## src/rtl/mem_arbiter.sv

```systemverilog
// rtl/mem_arbiter.sv - round-robin arbiter sharing one RAM port between CPU and DMA
module mem_arbiter #(
  parameter int AW = 9,
  parameter int DW = 16
) (
  input  logic          clk_i,
  input  logic          reset_i,
  input  logic [1:0]    cpu_cmd_i,
  input  logic [AW-1:0] cpu_addr_i,
  input  logic [DW-1:0] cpu_wdata_i,
  output logic          cpu_ack_o,
  output logic [DW-1:0] cpu_rdata_o,
  input  logic [1:0]    dma_cmd_i,
  input  logic [AW-1:0] dma_addr_i,
  input  logic [DW-1:0] dma_wdata_i,
  output logic          dma_ack_o,
  output logic [DW-1:0] dma_rdata_o,
  output logic [1:0]    mem_cmd_o,
  output logic [AW-1:0] mem_addr_o,
  output logic [DW-1:0] mem_wdata_o,
  input  logic [DW-1:0] mem_rdata_i,
  output logic          owner_o,
  output logic          busy_o
);

  localparam logic [1:0] MNONE  = 2'b00;
  localparam logic [1:0] MREAD  = 2'b01;
  localparam logic [1:0] MWRITE = 2'b10;

  typedef enum logic [1:0] {IDLE, ISSUE, RWAIT, ACK} state_t;

  state_t        state_q, state_d;
  logic [1:0]    mem_cmd_q, mem_cmd_d;
  logic [AW-1:0] mem_addr_q, mem_addr_d;
  logic [DW-1:0] mem_wdata_q, mem_wdata_d;
  logic [DW-1:0] cpu_rdata_q, cpu_rdata_d;
  logic [DW-1:0] dma_rdata_q, dma_rdata_d;
  logic          owner_q, owner_d;
  logic          last_q, last_d;

  logic cpu_req, dma_req, grant_dma;

  // cmd 11 is not a request and can never win
  assign cpu_req   = (cpu_cmd_i == MREAD) || (cpu_cmd_i == MWRITE);
  assign dma_req   = (dma_cmd_i == MREAD) || (dma_cmd_i == MWRITE);
  assign grant_dma = dma_req && (!cpu_req || !last_q);

  always_comb begin
    state_d     = state_q;
    mem_cmd_d   = mem_cmd_q;
    mem_addr_d  = mem_addr_q;
    mem_wdata_d = mem_wdata_q;
    cpu_rdata_d = cpu_rdata_q;
    dma_rdata_d = dma_rdata_q;
    owner_d     = owner_q;
    last_d      = last_q;
    case (state_q)
      IDLE: begin
        if (cpu_req || dma_req) begin
          owner_d     = grant_dma;
          last_d      = grant_dma;
          mem_cmd_d   = grant_dma ? dma_cmd_i   : cpu_cmd_i;
          mem_addr_d  = grant_dma ? dma_addr_i  : cpu_addr_i;
          mem_wdata_d = grant_dma ? dma_wdata_i : cpu_wdata_i;
          state_d     = ISSUE;
        end
      end
      ISSUE: begin
        if (mem_cmd_q == MREAD) begin
          state_d = RWAIT;
        end else begin
          mem_cmd_d = MNONE;
          state_d   = ACK;
        end
      end
      RWAIT: begin
        if (owner_q) dma_rdata_d = mem_rdata_i;
        else         cpu_rdata_d = mem_rdata_i;
        mem_cmd_d = MNONE;
        state_d   = ACK;
      end
      ACK:     state_d = IDLE;
      default: state_d = IDLE;
    endcase
  end

  always_ff @(posedge clk_i or posedge reset_i) begin
    if (reset_i) begin
      state_q     <= IDLE;
      mem_cmd_q   <= MNONE;
      mem_addr_q  <= '0;
      mem_wdata_q <= '0;
      cpu_rdata_q <= '0;
      dma_rdata_q <= '0;
      owner_q     <= 1'b0;
      last_q      <= 1'b1;
    end else begin
      state_q     <= state_d;
      mem_cmd_q   <= mem_cmd_d;
      mem_addr_q  <= mem_addr_d;
      mem_wdata_q <= mem_wdata_d;
      cpu_rdata_q <= cpu_rdata_d;
      dma_rdata_q <= dma_rdata_d;
      owner_q     <= owner_d;
      last_q      <= last_d;
    end
  end

  assign cpu_ack_o   = (state_q == ACK) && !owner_q;
  assign dma_ack_o   = (state_q == ACK) && owner_q;
  assign cpu_rdata_o = cpu_rdata_q;
  assign dma_rdata_o = dma_rdata_q;
  assign mem_cmd_o   = mem_cmd_q;
  assign mem_addr_o  = mem_addr_q;
  assign mem_wdata_o = mem_wdata_q;
  assign owner_o     = owner_q;
  assign busy_o      = (state_q != IDLE);

endmodule

```

## config.mk

```make
export PLATFORM = sky130hd
export DESIGN_NAME = mem_arbiter
export DESIGN_NICKNAME = d
export VERILOG_FILES = /design/src/rtl/mem_arbiter.sv
export SDC_FILE = /design/constraint.sdc
export NUM_CORES = 1
export LEC_CHECK = 0
export CAP_MARGIN = 20
export CORE_MARGIN = 3
export CORE_UTILIZATION = 41
export CTS_CLUSTER_SIZE = 12
export DETAILED_ROUTE_END_ITERATION = 8
export PLACE_DENSITY = 0.9
export RECOVER_POWER = 50
export SLEW_MARGIN = 30
export SYNTH_ARGS = -nofsm -noshare
export SYNTH_HDL_FRONTEND = slang
export SYNTH_SLANG_ARGS = --single-unit
```

## constraint.sdc

```tcl
create_clock -name clk_i -period 2.6 [get_ports clk_i]
set_clock_uncertainty 0.2 [all_clocks]
set_input_delay 0.39 -clock clk_i [delete_from_list [all_inputs] [get_ports clk_i]]
set_output_delay 0.39 -clock clk_i [all_outputs]
set_load 0.03 [all_outputs]
```

======== Yosys cells after proc, flatten, opt, wreduce, memory -nomap -nowiden ========
Cells that the tools add are included.
operators by class
  equality and inequality tests ........... 10
  muxes and demuxes ....................... 9
  bitwise operators ....................... 1
  reduce and logical (&&, ||, !) cells .... 17
operators with widths
  operator            count
  $mux 16             1
  $mux 9              1
  $eq 2x1->1 const B  4
  $eq 2x2->1 const B  4
  $mux 2              4
  $pmux 2 s4          1
  $pmux 2 s3          1
  $reduce_and 2->1    3
  $logic_or 1x1->1    4
  $ne 2x2->1 const B  2
  $logic_and 1x1->1   3
  $logic_not 1->1     3
  $reduce_and 3->1    1
  $reduce_bool 3->1   1
  $logic_not 2->1     1
  $reduce_bool 2->1   1
  $mux 1              1
  $not 1->1           1
storage, ports and cells
  flip-flop bits (word level) ............. 63
  input port bits ......................... 72
  output and inout bits ................... 63
  logic and storage cells ................. 45

======== Logic depth before layout (Yosys ltp) ========
  depth after elaboration ................. 8
  mapped depth ............................ 6
  gate-level depth less buffers ........... 6

======== Worst setup path after synthesis ========
OpenSTA, ideal clock, no wires.
  path kind ............................... reg2reg
  from .................................... register state_q[0]
  to ...................................... register mem_cmd_q[1], in the netlist mem_cmd_o[1]
  library setup time ...................... 0.128 ns
  arrival time ............................ 1.762 ns
  required time ........................... 2.272 ns
  slack ................................... 0.510 ns
  cell stages (with the launch flop) ...... 7
  path buffers ............................ 0
  period minus slack after synthesis ...... 2.090 ns
  cell sequence ........................... dfrtp_1 -> inv_1 -> ha_1 -> inv_1 -> or3_4 -> o311ai_2 -> mux2_1
between the ends
  cells in the longest elaborated chain, start to end .. 3
  elaborated cells on any way between the ends .. 8
  classes of those cells .................. eq/ne (4); mux (1); reduce/logical (3)
RTL lines
  element                                                           line  source
  from (decl)                                                       32    state_t state_q, state_d;
  from (signal assigned)                                            98    state_q <= state_d;
  $eq 2x1->1 (tied with other cells)                                57    case (state_q)
  $ne 2x2->1 (no line) / $reduce_bool 3->1 (equally long branches)  n/a
  $reduce_and 3->1 (no line)                                        n/a
  to (signal assigned)                                              99    mem_cmd_q <= mem_cmd_d;
  to (decl)                                                         33    logic [1:0] mem_cmd_q, mem_cmd_d;
Several ways; a longest one is shown, not always the timed one.
A chain may end at the register's enable or synchronous reset.

======== Worst setup path after layout ========
  from .................................... register state_q[0]
  to ...................................... output port busy_o
between the ends
  cells in the longest elaborated chain, start to end .. 1
RTL lines
  element            line  source
  $reduce_bool 2->1  117   assign busy_o = (state_q != IDLE);
  to (decl)          23    output logic busy_o
No other way between the ends.

==> out/metrics.yaml <==
run_status:
  status: "complete, no violations"
setup_path:
  end_kind: "primary output"
  cp-start-kind: "flip-flop"
  required_ns: 2.01
  r2r-start: "state_q[0]"
  worstSetupPathType: "flip-flop to primary output"
  cp.arrival_ns: 1.90
  crit_path_max_fanout: 4
  crit_start: "state_q[0]"
detailed_routing:
  drc: 0
  drtPass1Iterations: 4
  routed_wl_um: 6758
  detail_route.iter0.violations: 70
  routed-via-count: 2183
  drt-wirelength-per-cell_um: 15.26
  ant_nets: 0
  drt-vias-per-instance: 4.928
clock_network:
  root_buffer: "clkbuf_8"
  cts_resized: 0
  cts_hold_buf: 0
  post_cts_buffers: 0
  clk_pin_slew_ns: 0.06
  clk_path_buf_depth: 2
  numCtsBuffers: 9
  h-tree-depth: 3
  cts_tree: "done"
  cts_sinks: 63
  worst_skew_pair.late_latency_ns: 0.32
die:
  die_area_um2: 7890
  io_pins: 135
  initial_core_util: 0.4331
  dieWidth_um: 88.83
  die_height_um: 88.83
  placementRows: 29
  coreArea_um2: 6495
global_route:
  antenna_found_initial: 0
  top_usage_layer: "met2"
  grt_use_met3: 0.07635
  grt_first_pass_wirelength_um: 10450
  grt_overflow: 0
  grt_max_degree: 56
  grt_use_total: 0.1763
  grt_pass1_vias: 2246
  grt_use_met2: 0.2901
  use_met1: 0.1989
min_path:
  hold_path_class: "flip-flop to flip-flop"
  hold_path_startpoint: "mem_wdata_o[14]"
yosys:
  synth.top_cells.by_area: "dfrtp_1 55%, mux2i_1 9.3%, mux2_2 8.8%, o21ai_1 4.8%, mux2_1 4.4%"
  synth_area_um2: 2813
  syn_inst: 222
  ys_ff_latch: 63
  yosysTopAreaCell: "dfrtp_1"
  synth_warnings: 0
  synthesis.nets: 298
  syn_avg_cell_area_um2: 12.67
  yosysSeqAreaShare: 0.5609
  synth.top_cell.area_share: 0.5516
  ys_types: 29
placed_design:
  pre_cts_slack_ns: 0.2442
  gp_congestion: 0.7553
  placedCellCount: 429
  portBuffers: 134
  place_area_um2: 4239
  place_hpwl_um: 5166
finish:
  final_area_um2: 4355
  drive_above_1_share: 0.1175
  final_nets: 439
  n_fill_cell: 510
  area_growth_pct: 54.85
  instances_no_fill: 443
  n_antenna_cell: 0
  fin_util: 0.6706
power_and_ir_drop:
  vdd_drop_max_mv: 0.5832
  power_frac_seq: 0.313
  powerDensity_nw_per_um2: 1292
  clockPowerShare: 0.120
  power.net_switching_mw: 2.378
  pwr-share-comb: 0.567
  power.leakage_nw: 1.919
  netSwitchingFraction: 0.4227
  internal_power_mw: 3.248
  power_mw: 5.626
sta:
  finalSetupTns_ns: 0
  rsz0062_at_grt: "no"
  fin_crit_ns: 2.493
  hold_viol_final: 0
  tightest_slew_ns: 1.366
  maxSlewViolCount: 0
  max_freq_mhz: 401.2
  setup_viol: 0
  max_slew_margin: 0.08940
  setup_slack_ns: 0.1074
  whs_ns: 0.2833
  period_share: 0.9587
flow_run:
  max_cap_viol_count: 0
[path summary, 6_finish.rpt]
check | endpoint | slack [ns] | depth (start not counted)
max in group asynchronous | mem_addr_o[8] | 0.60 | 3
hold reg to reg | mem_wdata_o[14] | 0.28 | 2
min in group asynchronous | cpu_rdata_o[5] | 0.61 | 3
hold / removal | mem_wdata_o[14] | 0.28 | 2
setup / recovery | busy_o | 0.11 | 4
setup reg to reg | cpu_rdata_o[10] | 0.33 | 5
[worst max-delay path: stages, from the launching register on]
cell and delay (ns):
dfrtp_1 0.40, inv_1 0.10, ha_1 0.28, inv_1 0.12
clkdlybuf4s50_1 0.67
[sequential cells by signal (all words and copies together) (netlist names)]
signal	cells
cpu_rdata_o	16
dma_rdata_o	16
last_q	1
mem_addr_o	9
mem_cmd_o	2
mem_wdata_o	16
owner_o	1
state_q	2
[cell usage after synthesis, drive strengths merged]
| cell type | number |
|---|---|
| dfrtp | 62 |
| mux2 | 33 |
| nand2 | 31 |
| o21ai | 30 |
| mux2i | 26 |
| buf | 8 |
| inv | 5 |
| ha | 4 |
| clkbuf | 3 |
| nand2b | 3 |
| a21o | 2 |
| a21oi | 2 |
| o311ai | 2 |
| xor2 | 2 |
| a22o | 1 |
| a2bb2oi | 1 |
| and2 | 1 |
| dfstp | 1 |
| nand3b | 1 |
| nor2b | 1 |
| o21bai | 1 |
| o2bb2ai | 1 |
| or3 | 1 |
[layer usage]
layer,wire [µm],vias up
li1,-,1058
met1,2686,1002
met2,3160,112
met3,796,11
met4,115,0
met5,0,-
[area by class of cell]
class,count,area (µm²),share of cell area
Timing Repair Buffer,141,1390,0.3192
Clock inverter,2,10.01,0.002298
Tap cell,77,96.34,0.02212
Inverter,5,18.77,0.004309
Sequential cell,63,1578,0.3623
Clock buffer,12,135.1,0.03103
Multi-Input combinational cell,143,1127,0.2588
[cells by family (layout without fill, tap and decap cells)]
group | count (synthesis) | count (layout) | synth area share
AO/OA/AOI/OAI | 40 | 40 | 0.08764
XOR/XNOR | 2 | 2 | 0.008899
adder cells (fa/ha/maj) | 4 | 4 | 0.01779
buffers and inverters | 16 | 160 | 0.04093
flip-flops | 63 | 63 | 0.5609
multiplexers | 59 | 59 | 0.2246
AND/OR/NAND/NOR | 38 | 38 | 0.05917
[power by group through the flow]
stage | Combinational (mW) | Sequential, mW | Clock, mW
final | 3.19 | 1.76 | 0.674
after global routing | 3.41 | 1.83 | 0.742
after CTS | 3.27 | 1.77 | 0.703
after detailed placement | 3.26 | 1.78 | 0
after global placement | 3.20 | 1.75 | 0
after floorplan | 1.02 | 2.66 | 0
[cell usage in the layout (no fill, tap or decap)]
cell type        Yosys  final
clkdlybuf4s50_1      0    132
dfrtp_1             62     62
nand2_1             31     31
o21ai_1             27     27
mux2i_1             26     26
mux2_2              22     22
mux2_1              11     11
clkbuf_8             0      9
clkbuf_1             3      6
inv_1                5      5
ha_1                 4      4
nand2b_1             3      3
a21oi_1              2      2
o21ai_0              2      2
a21o_1               2      2
clkinv_2             0      2
dlygate4sd3_1        0      2
clkbuf_2             0      2
xor2_1               1      1
xor2_2               1      1
o21ai_4              0      1
a22o_4               1      1
o2bb2ai_1            1      1
o21bai_1             1      1
or3_4                1      1
nand3b_1             1      1
o311ai_2             1      1
o311ai_1             1      1
nor2b_1              1      1
and2_1               1      1
a2bb2oi_1            1      1
dfstp_2              1      1
buf_4                0      1
buf_12               3      1
Power figures use the tool's default switching activity.
